<file path="config.mk">
export PLATFORM = sky130hd
export DESIGN_NAME = proc_control
export DESIGN_NICKNAME = d
export VERILOG_FILES = /design/src/rtl/proc_ctrl_pkg.sv /design/src/rtl/proc_control_reg_decoder.sv /design/src/rtl/proc_control.sv
export SDC_FILE = /design/constraint.sdc
export NUM_CORES = 1
export LEC_CHECK = 0
export BUFFER_PORTS_ARGS = -buffer_cell sky130_fd_sc_hd__buf_4
export CELL_PAD_IN_SITES_DETAIL_PLACEMENT = 1
export CELL_PAD_IN_SITES_GLOBAL_PLACEMENT = 1
export CORE_MARGIN = 3
export CORE_UTILIZATION = 34
export DETAILED_ROUTE_END_ITERATION = 7
export PLACE_DENSITY_LB_ADDON = 0.1
export SYNTH_ARGS = -nofsm -noshare
export SYNTH_HDL_FRONTEND = slang
export SYNTH_SLANG_ARGS = --single-unit
</file>
<file path="constraint.sdc">
create_clock -name Clock -period 2.1 [get_ports Clock]
set_input_delay 0.21 -clock Clock [delete_from_list [all_inputs] [get_ports Clock]]
set_output_delay 0.21 -clock Clock [all_outputs]
set_load 0.005 [all_outputs]
</file>
<file path="src/rtl/proc_ctrl_pkg.sv">
`default_nettype none
// +----------------------------------------------------------------------+
// | Package     : proc_ctrl_pkg                                          |
// | Description : Shared types and constants for the 9-bit teaching      |
// |               processor control unit (states, opcodes, bus selects,  |
// |               instruction-register field positions).                 |
// | Revision    : 1.0 - initial release                                  |
// +----------------------------------------------------------------------+
package proc_ctrl_pkg;

  // Instruction time steps; T0 is the fetch/idle step.
  typedef enum logic [1:0] {
    T0 = 2'd0,
    T1 = 2'd1,
    T2 = 2'd2,
    T3 = 2'd3
  } state_t;

  // Opcode field values (IR[8:6]).
  typedef enum logic [2:0] {
    OP_MV   = 3'd0,
    OP_MVI  = 3'd1,
    OP_ADD  = 3'd2,
    OP_SUB  = 3'd3,
    OP_AND  = 3'd4,
    OP_OR   = 3'd5,
    OP_MVNZ = 3'd6,
    OP_NOP  = 3'd7
  } opcode_t;

  // Gout encodings toward the bus multiplexer.
  localparam logic [1:0] GOUT_NONE = 2'b00;
  localparam logic [1:0] GOUT_G    = 2'b10;
  localparam logic [1:0] GOUT_GF   = 2'b01;

  // IR field bit positions: III XXX YYY.
  localparam int IR_OP_HI = 8;
  localparam int IR_OP_LO = 6;
  localparam int IR_X_HI  = 5;
  localparam int IR_X_LO  = 3;
  localparam int IR_Y_HI  = 2;
  localparam int IR_Y_LO  = 0;

  // True for the four-cycle arithmetic/logic instructions.
  function automatic logic is_alu(input opcode_t op);
    return (op == OP_ADD) || (op == OP_SUB) || (op == OP_AND) || (op == OP_OR);
  endfunction

endpackage
`default_nettype wire

</file>
<file path="src/rtl/proc_control_reg_decoder.sv">
`default_nettype none
// +----------------------------------------------------------------------+
// | Module      : reg_decoder                                            |
// | Description : Register index to one-hot select, gated by an enable.  |
// |               Output bit i corresponds to register Ri.               |
// | Revision    : 1.0 - initial release                                  |
// +----------------------------------------------------------------------+
module reg_decoder #(
  parameter int NREG  = 8,
  parameter int IDX_W = 3
) (
  input  logic [IDX_W-1:0] i_idx,
  input  logic             i_en,
  output logic [0:NREG-1]  o_onehot
);

  // One comparator per register; all-zero when disabled.
  for (genvar gi = 0; gi < NREG; gi++) begin : g_bit
    assign o_onehot[gi] = i_en && (i_idx == IDX_W'(gi));
  end

endmodule
`default_nettype wire

</file>
<file path="src/rtl/proc_control.sv">
`default_nettype none
// +----------------------------------------------------------------------+
// | Module      : proc_control                                           |
// | Description : Control unit for the 9-bit teaching processor. Holds   |
// |               the IR, steps each instruction through T0..T3 and      |
// |               drives bus selects and load enables combinationally.   |
// |               Optional macro MVNZ_EN turns opcode 110 into mvnz      |
// |               (conditional move on GNZ); otherwise 110 is a NOP.     |
// | Revision    : 1.0 - initial release                                  |
// +----------------------------------------------------------------------+
module proc_control
  import proc_ctrl_pkg::*;
#(
  parameter int DATA_W = 9,
  parameter int NREG   = 8
) (
  input  logic              Clock,
  input  logic              Resetn,
  input  logic              Run,
  input  logic [DATA_W-1:0] DIN,
  input  logic              GNZ,
  output logic [0:NREG-1]   Rout,
  output logic [1:0]        Gout,
  output logic              DINout,
  output logic [0:NREG-1]   Rin,
  output logic              Ain,
  output logic              Gin,
  output logic              GFin,
  output logic              AddSub,
  output logic              LogicOp,
  output logic              Done
);

  localparam int IDX_W = $clog2(NREG);

  state_t              r_state;
  state_t              w_next;
  logic [DATA_W-1:0]   r_ir;
  opcode_t             w_op;
  logic [IDX_W-1:0]    w_x;
  logic [IDX_W-1:0]    w_y;
  logic                w_rout_en;
  logic [IDX_W-1:0]    w_rout_idx;
  logic                w_rin_en;
  logic [IDX_W-1:0]    w_rin_idx;

  assign w_op = opcode_t'(r_ir[IR_OP_HI:IR_OP_LO]);
  assign w_x  = r_ir[IR_X_HI:IR_X_LO];
  assign w_y  = r_ir[IR_Y_HI:IR_Y_LO];

`ifndef MVNZ_EN
  // GNZ only matters for mvnz; keep the port but leave it unconnected inside.
  logic w_unused_gnz;
  assign w_unused_gnz = GNZ;
`endif

  // State and IR registers; IR captures DIN only when a fetch is accepted in T0.
  always_ff @(posedge Clock or negedge Resetn) begin
    if (!Resetn) begin
      r_state <= T0;
      r_ir    <= '0;
    end else begin
      r_state <= w_next;
      if ((r_state == T0) && Run) begin
        r_ir <= DIN;
      end
    end
  end

  // Next-state: single-cycle instructions finish in T1, ALU ops run to T3.
  always_comb begin
    w_next = T0;
    case (r_state)
      T0:      w_next = Run ? T1 : T0;
      T1:      w_next = is_alu(w_op) ? T2 : T0;
      T2:      w_next = is_alu(w_op) ? T3 : T0;
      default: w_next = T0;
    endcase
  end

  // Output decode from state and IR; T0 leaves every output low.
  always_comb begin
    w_rout_en  = 1'b0;
    w_rout_idx = '0;
    w_rin_en   = 1'b0;
    w_rin_idx  = '0;
    Gout       = GOUT_NONE;
    DINout     = 1'b0;
    Ain        = 1'b0;
    Gin        = 1'b0;
    GFin       = 1'b0;
    AddSub     = 1'b0;
    LogicOp    = 1'b0;
    Done       = 1'b0;
    case (r_state)
      T1: begin
        case (w_op)
          OP_MV: begin
            w_rout_en  = 1'b1;
            w_rout_idx = w_y;
            w_rin_en   = 1'b1;
            w_rin_idx  = w_x;
            Done       = 1'b1;
          end
          OP_MVI: begin
            DINout    = 1'b1;
            w_rin_en  = 1'b1;
            w_rin_idx = w_x;
            Done      = 1'b1;
          end
          OP_ADD, OP_SUB, OP_AND, OP_OR: begin
            w_rout_en  = 1'b1;
            w_rout_idx = w_x;
            Ain        = 1'b1;
          end
`ifdef MVNZ_EN
          OP_MVNZ: begin
            // Conditional move: the transfer happens only when G is non-zero.
            w_rout_en  = GNZ;
            w_rout_idx = w_y;
            w_rin_en   = GNZ;
            w_rin_idx  = w_x;
            Done       = 1'b1;
          end
`endif
          default: begin
            Done = 1'b1;
          end
        endcase
      end
      T2: begin
        case (w_op)
          OP_ADD, OP_SUB: begin
            w_rout_en  = 1'b1;
            w_rout_idx = w_y;
            Gin        = 1'b1;
            AddSub     = r_ir[IR_OP_LO];
          end
          OP_AND, OP_OR: begin
            w_rout_en  = 1'b1;
            w_rout_idx = w_y;
            GFin       = 1'b1;
            LogicOp    = r_ir[IR_OP_LO];
          end
          default: begin
            w_rout_en = 1'b0;
          end
        endcase
      end
      T3: begin
        case (w_op)
          OP_ADD, OP_SUB: begin
            Gout      = GOUT_G;
            w_rin_en  = 1'b1;
            w_rin_idx = w_x;
            Done      = 1'b1;
          end
          OP_AND, OP_OR: begin
            Gout      = GOUT_GF;
            w_rin_en  = 1'b1;
            w_rin_idx = w_x;
            Done      = 1'b1;
          end
          default: begin
            Gout = GOUT_NONE;
          end
        endcase
      end
      default: begin
        Done = 1'b0;
      end
    endcase
  end

  reg_decoder #(
    .NREG  (NREG),
    .IDX_W (IDX_W)
  ) u_rout_dec (
    .i_idx    (w_rout_idx),
    .i_en     (w_rout_en),
    .o_onehot (Rout)
  );

  reg_decoder #(
    .NREG  (NREG),
    .IDX_W (IDX_W)
  ) u_rin_dec (
    .i_idx    (w_rin_idx),
    .i_en     (w_rin_en),
    .o_onehot (Rin)
  );

endmodule
`default_nettype wire

</file>
==> impl_metrics.env <==
export IMPL_min_from="DIN[6]"
export IMPL_tns_ps=-253
export IMPL_drive_above_1_share_pct=65.9
export IMPL_synthMuxAreaShare_pct=13.9
export IMPL_rsz0062_at_grt="yes"
export IMPL_synth_top_family_by_area="simple AND/OR/NAND/NOR gates"
export IMPL_finClkSkew_ps=5.29
export IMPL_fmax_ghz=0.458
export IMPL_tightest_slew_ps=504
export IMPL_dp_hpwl_um=1980
export IMPL_power_frac_comb_pct=67.5
export IMPL_coreArea_um2=2340
export IMPL_final_cell_mix="buf_4, mux2_2, dfrtp_1"
export IMPL_violations="negative setup slack"
export IMPL_cts_sinks=11
export IMPL_timing_max_cap_violations=0
export IMPL_netlist_area_um2=881
export IMPL_synth_compound_area_share_pct=11.1
export IMPL_p_clk_share_pct=7.5
export IMPL_syn_to_final_growth_pct=62.6
export IMPL_die_w_um=56.9
export IMPL_fin_hold_ws_ps=162
export IMPL_first_iter_violations=17
export IMPL_leakagePower_nw=0.652
export IMPL_crit_type="reg -> out"
export IMPL_drv_slew=0
export IMPL_critPathLaunchType="flop"
export IMPL_ys_seq_area_share_pct=31.3
export IMPL_cts_buffer_depth=2
export IMPL_wl_um=2850
export IMPL_path_clk_slew_ps=80
export IMPL_crit_start="r_state[1]"
export IMPL_setup_viol=4
export IMPL_yosys_area_share_adder_pct=14.2
export IMPL_crit_buf_inv=2
export IMPL_port_buffers=36
export IMPL_start_util_pct=37.6
export IMPL_antenna_found_initial=0
export IMPL_pin_count=38
export IMPL_die_area_um2=3240
export IMPL_finalCriticalPeriod_ps=2190
export IMPL_power_density_nw_per_um2=1370
export IMPL_cts_tree="done"
export IMPL_slew_headroom_pct=65.4
export IMPL_drt_pass1_iterations=4
export IMPL_hold_viol_final=0
export IMPL_overflow=0
export IMPL_cts_root_buf="clkbuf_4"
export IMPL_cp_data_arrival_time_ps=1980
export IMPL_layout_setup_ws_ps=-85.5
export IMPL_p_seq_share_pct=25.0
export IMPL_vias_per_cell=5.39
export IMPL_place_congestion=0.731
export IMPL_period_share_pct=104
export IMPL_yosysWarnings=0
export IMPL_r2r_start="r_state[0]"
export IMPL_syn_area_per_cell_um2=9.90
export IMPL_hold_class="in -> reg"
export IMPL_grt_pass1_wl_um=4340
export IMPL_synth_cells=89
export IMPL_die_h_um=56.9
export IMPL_p_int_mw=1.04
export IMPL_drc_errors=0
export IMPL_num_antenna_cells=0
export IMPL_synth_xor_area_share_pct=0
export IMPL_p_sw_uw=915
export IMPL_path_delay_family="compound AO/OA/AOI/OAI gates"
export IMPL_synth_nets=112
export IMPL_cp_cell_sequence="inv_2 -> ha_4 -> a22o_1 -> a211o_4 -> nor4_2 -> buf_4"
export IMPL_swShare_pct=46.8
export IMPL_slowest_stage="dfrtp_2"
export IMPL_vias=895
export IMPL_path_max_fanout=7
export IMPL_crit_required_ps=1890
export IMPL_grt_max_degree=12
export IMPL_synth_simple_area_share_pct=24.0
export IMPL_numCtsBuffers=3
export IMPL_cp_slowest_stage_delay_ps=420
export IMPL_postRouteAntennaNets=0
export IMPL_synth_seq_cells=11
export IMPL_ir_drop_mv=0.775
export IMPL_final_common_cell="buf_4"
export IMPL_grtUsageTotal_pct=16.7
export IMPL_h_tree_depth=1
export IMPL_wl_per_cell_um=17.2
export IMPL_grt_pass1_vias=922
export IMPL_endpoint_kind="output port"
export IMPL_rows=17
export IMPL_clock_latency_ps=270
export IMPL_final_nets=162
export IMPL_outcome="finished, violations left"
export IMPL_synth_cell_types=25
==> power groups by stage <==
| stage | sequential, mW | clock, mW | combinational [mW] |
|---|---|---|---|
| 4_1_cts | 0.467 | 0.153 | 1.16 |
| 3_3_place_gp | 0.442 | 0 | 0.915 |
| 6_report | 0.489 | 0.147 | 1.32 |
| 3_5_place_dp | 0.451 | 0 | 0.966 |
| 2_1_floorplan | 0.425 | 0 | 0.664 |
| 5_1_grt | 0.510 | 0.165 | 1.43 |
==> metrics by stage <==
stage | worst slack (ps) | power, mW | cell area, um^2 | cells | utilization (%)
5_1_grt | -194 | 2.11 | 1430 | 166 | 61.2
6_report | -85.5 | 1.96 | 1430 | 166 | 61.2
4_1_cts | -65.0 | 1.78 | 1340 | 164 | 57.4
3_3_place_gp | 107 | 1.36 | 1190 | 155 | 51.0
2_1_floorplan | 285 | 1.09 | 881 | 89 | -
3_5_place_dp | -33.2 | 1.42 | 1190 | 155 | 51.0
==> metal layers <==
layer / part of all wire [%] / global-route usage, % / vias up / wire length, um
met5: 0 / 0 / - / 0
met4: 1.6 / 6.95 / 0 / 46
met3: 3.5 / 0.690 / 6 / 100
met2: 52 / 29.5 / 24 / 1490
met1: 42 / 21.0 / 446 / 1210
li1: - / - / 419 / -
==> kinds of logic after synthesis <==
logic type,after synthesis
compound gates,12
buf+inv,8
flops,11
mux,11
simple gates,37
fa+ha+maj,10
==> repair_timing <==
item | in CTS | in global routing
setup endpoints to repair | 13 | 10
resized for setup | 17 | 15
pin swaps | 6 | 7
hold endpoints to repair | 11 | 0
buffers inserted | 4 | 2
hold buffers | 1 | 0
==> final cells by class <==
class                      count  area [um^2]
inverter                       5         18.8
tap                           28         35.0
fill                         276          907
multi-input combinational     70          707
clock inverter                 1         5.00
sequential                    11          278
timing repair buffer          48          367
clock buffer                   3         22.5
==> Yosys cell counts (all sizes together) <==
master / number / area, um^2
a211o: 1 / 8.76
dfrtp: 11 / 275
nand2b: 3 / 18.8
nor3: 7 / 35.0
nor2: 7 / 26.3
a22oi: 2 / 15.0
nor3b: 1 / 7.51
and4: 1 / 10.0
a22o: 5 / 46.3
inv: 5 / 18.8
or2: 1 / 6.26
nor4: 4 / 25.0
a21oi: 2 / 10.0
and2: 6 / 40.0
ha: 10 / 125
and3: 2 / 12.5
a32oi: 2 / 17.5
nand2: 4 / 15.0
buf: 3 / 30.0
mux2i: 1 / 10.0
nor4b: 1 / 15.0
mux2: 10 / 113
==> registers in the layout, summed over array words and instances (netlist names) <==
name / count
r_ir: 9
r_state: 2
==> final timing paths <==
check | depth (start not counted) | to | slack (ps)
max | 6 | Rout[3] | -90
min | 2 | r_ir[6] | 160
max reg2reg | 4 | r_ir[4] | 620
min reg2reg | 1 | r_ir[1] | 590
max in group asynchronous | 2 | r_state[1] | 1640
min in group asynchronous | 2 | r_ir[2] | 300
(Power assumes the default switching activity.)
